[config.mk]
export PLATFORM = sky130hd
export DESIGN_NAME = mem_access_unit
export DESIGN_NICKNAME = d
export VERILOG_FILES = /design/src/rtl/mem_access_pkg.sv /design/src/rtl/mem_access_unit_load_extract.sv /design/src/rtl/mem_access_unit.sv
export SDC_FILE = /design/constraint.sdc
export NUM_CORES = 1
export LEC_CHECK = 0
export ABC_AREA = 1
export BUFFER_PORTS_ARGS = -buffer_cell sky130_fd_sc_hd__buf_4
export CORE_UTILIZATION = 30
export CTS_CLUSTER_SIZE = 12
export DETAILED_ROUTE_END_ITERATION = 10
export GPL_TIMING_DRIVEN = 0
export SYNTH_ARGS = -nofsm -noshare
export SYNTH_HDL_FRONTEND = slang
export SYNTH_SLANG_ARGS = --single-unit
[constraint.sdc]
create_clock -name i_clk -period 8.9 [get_ports i_clk]
set_clock_uncertainty 0.1 [all_clocks]
set_input_delay 1.78 -clock i_clk [delete_from_list [all_inputs] [get_ports i_clk]]
set_output_delay 1.78 -clock i_clk [all_outputs]
set_load 0.1 [all_outputs]
[src/rtl/mem_access_pkg.sv]
`default_nettype none
// ============================================================================
// Module      : mem_access_pkg
// Description : Shared constants, state encoding and lane helpers for the
//               MEM-stage load/store front end.
// Revision    : 1.0 - initial release
// ============================================================================
package mem_access_pkg;

    // RV32I load/store width and sign codes
    localparam logic [2:0] F3_B  = 3'b000;
    localparam logic [2:0] F3_H  = 3'b001;
    localparam logic [2:0] F3_W  = 3'b010;
    localparam logic [2:0] F3_BU = 3'b100;
    localparam logic [2:0] F3_HU = 3'b101;

    // Read-modify-write sequencer states
    typedef enum logic [0:0] {
        ST_IDLE  = 1'b0,
        ST_WRITE = 1'b1
    } state_t;

    // Byte-lane enables within a little-endian 32-bit word
    localparam logic [3:0] MASK_B0   = 4'b0001;
    localparam logic [3:0] MASK_H_LO = 4'b0011;
    localparam logic [3:0] MASK_H_HI = 4'b1100;
    localparam logic [3:0] MASK_W    = 4'b1111;

    // Replace the enabled byte lanes of old_word with those of new_word
    function automatic logic [31:0] merge_lanes(input logic [31:0] old_word,
                                                input logic [31:0] new_word,
                                                input logic [3:0]  mask);
        logic [31:0] merged;
        merged = old_word;
        for (int i = 0; i < 4; i++) begin
            if (mask[i]) begin
                merged[i*8 +: 8] = new_word[i*8 +: 8];
            end
        end
        return merged;
    endfunction

endpackage
`default_nettype wire

[src/rtl/mem_access_unit_load_extract.sv]
`default_nettype none
// ============================================================================
// Module      : load_extract
// Description : Combinational byte/half lane select with sign or zero
//               extension. Also reports which byte lanes the access touches,
//               so the store merge path shares the same lane decode.
// Revision    : 1.0 - initial release
// ============================================================================
module load_extract
    import mem_access_pkg::*;
(
    input  logic [31:0] rdata,
    input  logic [1:0]  lane,
    input  logic [2:0]  funct3,
    output logic [31:0] ext_data,
    output logic [3:0]  lane_mask
);

    logic [7:0]  sel_byte;
    logic [15:0] sel_half;

    // Lane mux: pick the addressed byte/half and the matching lane enables
    always_comb begin
        sel_byte  = rdata[7:0];
        sel_half  = rdata[15:0];
        lane_mask = MASK_W;
        case (lane)
            2'd1:    sel_byte = rdata[15:8];
            2'd2:    sel_byte = rdata[23:16];
            2'd3:    sel_byte = rdata[31:24];
            default: sel_byte = rdata[7:0];
        endcase
        if (lane[1]) begin
            sel_half = rdata[31:16];
        end
        case (funct3)
            F3_B, F3_BU: lane_mask = MASK_B0 << lane;
            F3_H, F3_HU: lane_mask = lane[1] ? MASK_H_HI : MASK_H_LO;
            default:     lane_mask = MASK_W;
        endcase
    end

    // Extension of the selected lane according to width/sign code
    always_comb begin
        ext_data = '0;
        case (funct3)
            F3_B:    ext_data = {{24{sel_byte[7]}}, sel_byte};
            F3_H:    ext_data = {{16{sel_half[15]}}, sel_half};
            F3_W:    ext_data = rdata;
            F3_BU:   ext_data = {24'd0, sel_byte};
            F3_HU:   ext_data = {16'd0, sel_half};
            default: ext_data = '0;
        endcase
    end

endmodule
`default_nettype wire

[src/rtl/mem_access_unit.sv]
`default_nettype none
// ============================================================================
// Module      : mem_access_unit
// Description : MEM-stage load/store front end. Single-cycle loads with lane
//               extraction; SW written directly; SB/SH performed as a
//               two-cycle read-modify-write because the memory only supports
//               whole-word writes. Alignment/illegal-code faults are flagged
//               combinationally and recorded in sticky fault registers.
// Revision    : 1.0 - initial release
// ============================================================================
module mem_access_unit
    import mem_access_pkg::*;
#(
    parameter int ADDR_W = 32,
    parameter int DATA_W = 32
) (
    input  logic              i_clk,
    input  logic              i_rst,
    input  logic              i_clk_enable,
    input  logic              i_req_valid,
    input  logic              i_req_write,
    input  logic [2:0]        i_funct3,
    input  logic [ADDR_W-1:0] i_addr,
    input  logic [DATA_W-1:0] i_wdata,
    output logic [DATA_W-1:0] o_rdata,
    output logic              o_stall,
    output logic              o_fault,
    output logic              o_fault_sticky,
    output logic [ADDR_W-1:0] o_fault_addr,
    output logic [ADDR_W-1:0] o_mem_addr,
    output logic              o_mem_write,
    output logic [DATA_W-1:0] o_mem_wdata,
    input  logic [DATA_W-1:0] i_mem_rdata
);

    state_t            state;
    state_t            state_next;
    logic [ADDR_W-1:0] r_addr;
    logic [DATA_W-1:0] r_merge;

    logic [ADDR_W-1:0] aligned_addr;
    logic              code_ok;
    logic              misaligned;
    logic              req_idle;
    logic              req_ok;
    logic              do_load;
    logic              do_sw;
    logic              do_rmw;
    logic [DATA_W-1:0] ext_data;
    logic [3:0]        lane_mask;
    logic [DATA_W-1:0] store_rep;

    assign aligned_addr = {i_addr[ADDR_W-1:2], 2'b00};

    // Decode legality and alignment of the requested width/sign code
    always_comb begin
        code_ok    = 1'b0;
        misaligned = 1'b0;
        case (i_funct3)
            F3_B:    code_ok = 1'b1;
            F3_H:    begin code_ok = 1'b1;          misaligned = i_addr[0];    end
            F3_W:    begin code_ok = 1'b1;          misaligned = |i_addr[1:0]; end
            F3_BU:   code_ok = ~i_req_write;
            F3_HU:   begin code_ok = ~i_req_write;  misaligned = i_addr[0];    end
            default: code_ok = 1'b0;
        endcase
    end

    // Requests are only decoded in IDLE; WRITE works from latched values
    assign req_idle = (state == ST_IDLE) && i_req_valid;
    assign o_fault  = req_idle && (~code_ok || misaligned);
    assign req_ok   = req_idle && ~o_fault;
    assign do_load  = req_ok && ~i_req_write;
    assign do_sw    = req_ok && i_req_write && (i_funct3 == F3_W);
    assign do_rmw   = req_ok && i_req_write && (i_funct3 != F3_W);

    load_extract u_load_extract (
        .rdata     (i_mem_rdata),
        .lane      (i_addr[1:0]),
        .funct3    (i_funct3),
        .ext_data  (ext_data),
        .lane_mask (lane_mask)
    );

    assign o_rdata   = do_load ? ext_data : '0;
    assign store_rep = (i_funct3 == F3_B) ? {4{i_wdata[7:0]}} : {2{i_wdata[15:0]}};

    // State register; an asynchronous reset abandons a pending write
    always_ff @(posedge i_clk or posedge i_rst) begin
        if (i_rst) begin
            state <= ST_IDLE;
        end else if (i_clk_enable) begin
            state <= state_next;
        end
    end

    // Next state and memory-side outputs
    always_comb begin
        state_next  = state;
        o_mem_addr  = aligned_addr;
        o_mem_wdata = i_wdata;
        o_mem_write = 1'b0;
        o_stall     = 1'b0;
        case (state)
            ST_IDLE: begin
                if (do_sw) begin
                    o_mem_addr  = i_addr;
                    o_mem_write = 1'b1;
                end else if (do_rmw) begin
                    o_stall    = 1'b1;
                    state_next = ST_WRITE;
                end
            end
            ST_WRITE: begin
                o_mem_addr  = r_addr;
                o_mem_wdata = r_merge;
                o_mem_write = 1'b1;
                state_next  = ST_IDLE;
            end
            default: state_next = ST_IDLE;
        endcase
        // Reset must silence the memory port immediately, not at the next edge
        if (i_rst) begin
            o_mem_write = 1'b0;
            o_stall     = 1'b0;
        end
    end

    // Capture the merged word and its address during the read phase of SB/SH
    always_ff @(posedge i_clk or posedge i_rst) begin
        if (i_rst) begin
            r_addr  <= '0;
            r_merge <= '0;
        end else if (i_clk_enable && do_rmw) begin
            r_addr  <= aligned_addr;
            r_merge <= merge_lanes(i_mem_rdata, store_rep, lane_mask);
        end
    end

    // Record faults: sticky flag plus the most recent faulting address
    always_ff @(posedge i_clk or posedge i_rst) begin
        if (i_rst) begin
            o_fault_sticky <= 1'b0;
            o_fault_addr   <= '0;
        end else if (i_clk_enable && o_fault) begin
            o_fault_sticky <= 1'b1;
            o_fault_addr   <= i_addr;
        end
    end

endmodule
`default_nettype wire

==> results.py, run 1 <==
metrics = {
    "outcome": {
        "status": "complete, no violations",
    },
    "setup_path": {
        "end_kind": "output port",
        "crit_fanout": 10,
        "worst-endpoint-required_ps": 7020,
        "cp-start-kind": "input pin",
        "rr_worst_depth": 8,
        "cp.arrival_ps": 3510,
        "crit_type": "in2out",
    },
    "worst_hold_path": {
        "hold_depth": 2,
        "hold_class": "reg2reg",
    },
    "cells_and_area": {
        "final_area_sq_um": 8530,
        "diodes": 0,
        "area_growth_pct": 38.4,
        "layout.nets": 1257,
        "layout_commonest_cell": "nand2_1",
        "drive_gt1_frac": 0.275,
        "final_cell_mix": "415 x nand2_1, 234 x buf_4, 96 x dfrtp_1",
    },
    "die": {
        "ioPinCount": 236,
        "die_area_sq_um": 21100,
        "fp.dieW_um": 145,
        "num_rows": 52,
        "die_h_um": 145,
        "start_util": 0.306,
        "coreArea_sq_um": 20200,
    },
    "detailed_routing": {
        "drc": 0,
        "first_pass_iters": 5,
        "vias": 7025,
        "drt_iter0_drc": 478,
        "wl_um": 23800,
        "post_drt_wl_per_cell_um": 16.7,
        "via_per_inst": 4.92,
        "ant_nets": 0,
    },
    "clocking": {
        "cts_buffer_depth": 2,
        "cts_buffers": 9,
        "cts_hold_buf": 0,
        "root_buffer": "clkbuf_16",
        "clk_pin_slew_worst_paths_ps": 70,
        "insertion_delay_ps": 350,
        "cts-htree-levels": 3,
        "cts_tree": "done",
        "cts_resized": 0,
        "post_cts_buffers": 0,
        "clkSinkCount": 96,
    },
    "timing": {
        "fin_crit_sh": 0.606,
        "maxSlewViolCount": 0,
        "tightest_slew_ps": 661,
        "timing.final.crit_period_ps": 5390,
        "finalSetupViolations": 0,
        "relSlewSlack": 0.559,
        "rsz0062_at_grt": "false",
        "tns_ps": 0,
        "finalHoldViolations": 0,
        "fmax_ghz": 0.185,
    },
    "synth": {
        "ys_types": 34,
        "ys_seq_area_frac": 0.390,
        "syn_area_sq_um": 6160,
        "ys_ff_latch": 96,
        "avgSynthCellArea_sq_um": 6.76,
        "ys.warnings.count": 0,
        "synthCells": 911,
    },
    "pwr": {
        "p_leak_nw": 4.58,
        "p_per_area_nw_per_um2": 202,
        "ir_drop_v": 0.0000828,
    },
    "placed_design": {
        "io_buffers": 229,
        "gp_congestion": 0.917,
        "postPlaceCellArea_sq_um": 8250,
        "place_hpwl_um": 18900,
    },
    "global_routing": {
        "grt_pass1_vias": 6615,
        "grt-ovfl-total": 0,
        "track_usage": 0.223,
        "grt_pass1_wl_um": 36800,
        "antenna_found_initial": 0,
        "grt_max_degree": 64,
    },
    "job": {
        "maxCapViolCount": 0,
    },
}
==> path summary, 6_finish.rpt <==
| kind | from | to | slack (ps) |
|---|---|---|---|
| max in group asynchronous | i_rst | o_fault_addr[27]$_DFFE_PP0P_ | 6640 |
| hold reg to reg | o_fault_sticky$_DFFE_PP0P_ | o_fault_sticky$_DFFE_PP0P_ | 370 |
| setup reg to reg | state$_DFFE_PP0P_ | r_merge[0]$_DFFE_PP0P_ | 6910 |
| hold / removal | o_fault_sticky$_DFFE_PP0P_ | o_fault_sticky$_DFFE_PP0P_ | 370 |
| min in group asynchronous | i_rst | o_fault_addr[8]$_DFFE_PP0P_ | 1380 |
| setup / recovery | i_funct3[2] | o_rdata[0] | 3510 |
==> Yosys cell counts (all sizes together) <==
master,n,area [sq um]
nand2,418,1580
dfrtp,96,2400
nand3,76,393
nand4,63,400
a21oi,58,309
buf,50,345
o21ai,50,250
inv,49,186
clkbuf,18,67.6
nor2,16,101
o2111ai,7,67.6
o211ai,3,22.5
clkinv,2,7.51
a31oi,1,6.26
conb,1,3.75
nor3,1,10.0
nor4,1,6.26
or2,1,6.26
==> cells by family (layout without fill, tap and decap cells) <==
family / after synthesis / after routing / share of synthesized area
buffers and inverters: 119 / 365 / 0.0985
flip-flops: 96 / 96 / 0.390
AND/OR/NAND/NOR: 576 / 576 / 0.405
other: 1 / 2 / 0.000609
AO/OA/AOI/OAI: 119 / 119 / 0.106
==> state kept, by name, summed over array words and instances, names as in the netlist <==
signal,cells
o_fault_addr,32
o_fault_sticky,1
r_addr,30
r_merge,32
state,1
==> power by group <==
| group | internal (mW) | leakage, nW | switching, mW |
|---|---|---|---|
| clock | 0.190 | 0.132 | 0.176 |
| combinational | 0.174 | 3.23 | 0.584 |
| sequential | 0.540 | 1.21 | 0.0560 |
==> area by class of cell <==
class / instances / area (sq um)
plain buffers: 68 / 413
clock buffers: 9 / 225
clock inverters: 7 / 47.5
fillers: 2198 / 11600
inverters: 51 / 196
multi-input cells: 697 / 3160
flip-flops and latches: 96 / 2400
well taps: 270 / 338
repair buffers: 230 / 1750
==> through the flow <==
step	power (mW)	utilization	worst slack, ps	instances	hold slack (ps)
floorplan	1.18	-	1840	912	342
finish	1.72	0.423	3510	1428	369
global placement	1.35	0.408	3160	1411	349
global route	1.80	0.423	3380	1428	388
CTS	1.73	0.423	3490	1428	374
detailed placement	1.36	0.409	3500	1412	358
==> critical path, cell delays in order <==
cell and delay (ps):
buf_4 140, nor2_2 90, nand2_1 130, inv_2 140, clkbuf_1 510, nand2_1 110, a21oi_1 260, buf_4 340
==> per-layer routing <==
metal / GRT usage / vias to the layer above / part of all wire
li1: - / 3477 / -
met1: 0.290 / 3270 / 0.44
met2: 0.380 / 256 / 0.48
met3: 0.0465 / 22 / 0.064
met4: 0.0521 / 0 / 0.011
met5: 0 / - / 0
No activity file was read; power rests on OpenSTA's default activity.
==> run 2: changes to the inputs <==
- clock period: 8.9 -> 4.88 ns (I/O delays scaled with it)
==> results.py, run 2 (synthesized netlist as in run 1, its figures left out) <==
metrics = {
    "timing": {
        "timing.final.crit_period_ps": 3810,
        "fin_crit_sh": 0.780,
        "finalSetupViolations": 0,
        "finalHoldViolations": 0,
        "fmax_ghz": 0.263,
        "maxSlewViolCount": 0,
        "relSlewSlack": 0.534,
        "fin_ws_ps": 1070,
        "tightest_slew_ps": 699,
        "tns_ps": 0,
        "fin_hold_ws_ps": 369,
        "rsz0062_at_grt": "false",
    },
    "setup_path": {
        "crit_start": "i_funct3[2]",
        "crit_end": "o_rdata[3]",
        "crit_fanout": 10,
        "crit_type": "in2out",
        "regToRegSetupSlack_ps": 2830,
        "timing.rr.end": "r_addr[26]$_DFFE_PP0P_",
        "r2r_start": "state$_DFFE_PP0P_",
        "worst-endpoint-required_ps": 3800,
        "end_kind": "output port",
        "cp.arrival_ps": 2730,
        "cp-start-kind": "input pin",
        "rr_worst_depth": 8,
    },
    "placed_design": {
        "place_worst_setup_slack_ps": 1100,
        "place_hpwl_um": 19000,
        "dp.cells": 1412,
        "postPlaceCellArea_sq_um": 8260,
        "io_buffers": 229,
        "gp_congestion": 0.920,
    },
    "clocking": {
        "cts_buffer_depth": 2,
        "cts-htree-levels": 3,
        "clk_pin_slew_worst_paths_ps": 70,
        "clkSinkCount": 96,
        "post_cts_buffers": 0,
        "cts_buffers": 9,
        "cts_tree": "done",
        "cts_hold_buf": 0,
        "insertion_delay_ps": 330,
        "root_buffer": "clkbuf_16",
        "cts_resized": 0,
    },
    "pwr": {
        "ir_drop_v": 0.000146,
        "p_leak_nw": 4.58,
        "switching_share": 0.463,
        "internal-power_mw": 1.70,
        "p_switching_mw": 1.47,
        "p_per_area_nw_per_um2": 371,
        "seqPwrFrac": 0.343,
        "pwr-share-clk": 0.221,
        "comb_power_share": 0.436,
        "report.power.total_mw": 3.17,
    },
    "global_routing": {
        "grt_pass1_vias": 6633,
        "grt-ovfl-total": 0,
        "grt_max_degree": 62,
        "track_usage": 0.225,
        "antenna_found_initial": 0,
        "grt_pass1_wl_um": 37200,
    },
    "die": {
        "fp.dieW_um": 145,
        "ioPinCount": 236,
        "die_area_sq_um": 21100,
        "die_h_um": 145,
        "num_rows": 52,
        "coreArea_sq_um": 20200,
        "start_util": 0.306,
    },
    "cells_and_area": {
        "top_regs": "o_fault_addr (32), r_merge (32), r_addr (30)",
        "drive_gt1_frac": 0.274,
        "post-route-util": 0.424,
        "final_area_sq_um": 8550,
        "diodes": 0,
        "final_cells": 1428,
        "final_cell_mix": "415 x nand2_1, 234 x buf_4, 96 x dfrtp_1",
        "area_growth_pct": 38.7,
        "layout.nets": 1257,
        "layout_commonest_cell": "nand2_1",
    },
    "outcome": {
        "status": "complete, no violations",
    },
    "detailed_routing": {
        "drc": 0,
        "post_drt_wl_per_cell_um": 16.6,
        "vias": 6939,
        "wl_um": 23700,
        "drt_iter0_drc": 353,
        "via_per_inst": 4.86,
        "first_pass_iters": 5,
        "ant_nets": 0,
    },
    "worst_hold_path": {
        "hold_class": "reg2reg",
    },
    "job": {
        "maxCapViolCount": 0,
    },
}
==> run 2: critical path, cell delays in order <==
cell and delay, ps:
buf_4 140, nor2_2 90, nand2_1 130, inv_2 150, clkbuf_1 560, nand2_1 110, a21oi_1 250, buf_4 330
==> run 2: layout make-up <==
cell class	count	area, sq um
fillers	2233	11600
multi-input cells	697	3160
flip-flops and latches	96	2400
repair buffers	230	1750
plain buffers	68	413
well taps	270	338
clock buffers	11	233
inverters	51	196
clock inverters	5	57.6
==> run 2: power groups by stage <==
stage                     combinational [mW]  clock, mW  sequential [mW]
after floorplan                        0.698          0             1.45
after global placement                  1.37          0             1.10
after detailed placement                1.39          0             1.10
after CTS                               1.39      0.714             1.09
after global routing                    1.47      0.742             1.11
final                                   1.38      0.699             1.09
==> run 2: how the worst min path moves through the flow <==
stage | cells past startpoint | from | slack [ps] | endpoint
final | 2 | o_fault_sticky$_DFFE_PP0P_ | 370 | o_fault_sticky$_DFFE_PP0P_
after global routing | 2 | o_fault_addr[28]$_DFFE_PP0P_ | 380 | o_fault_addr[28]$_DFFE_PP0P_
after CTS | 2 | r_addr[28]$_DFFE_PP0P_ | 370 | r_addr[28]$_DFFE_PP0P_
after detailed placement | 2 | o_fault_sticky$_DFFE_PP0P_ | 360 | o_fault_sticky$_DFFE_PP0P_
after global placement | 2 | o_fault_sticky$_DFFE_PP0P_ | 350 | o_fault_sticky$_DFFE_PP0P_
after floorplan | 2 | r_addr[10]$_DFFE_PP0P_ | 340 | r_addr[10]$_DFFE_PP0P_
==> run 2: per-layer routing <==
metal / vias up / track usage / part of all wire
met3: 21 / 0.0478 / 0.077
met4: 0 / 0.0484 / 0.014
li1: 3467 / - / -
met1: 3159 / 0.293 / 0.43
met5: - / 0 / 0
met2: 292 / 0.383 / 0.48
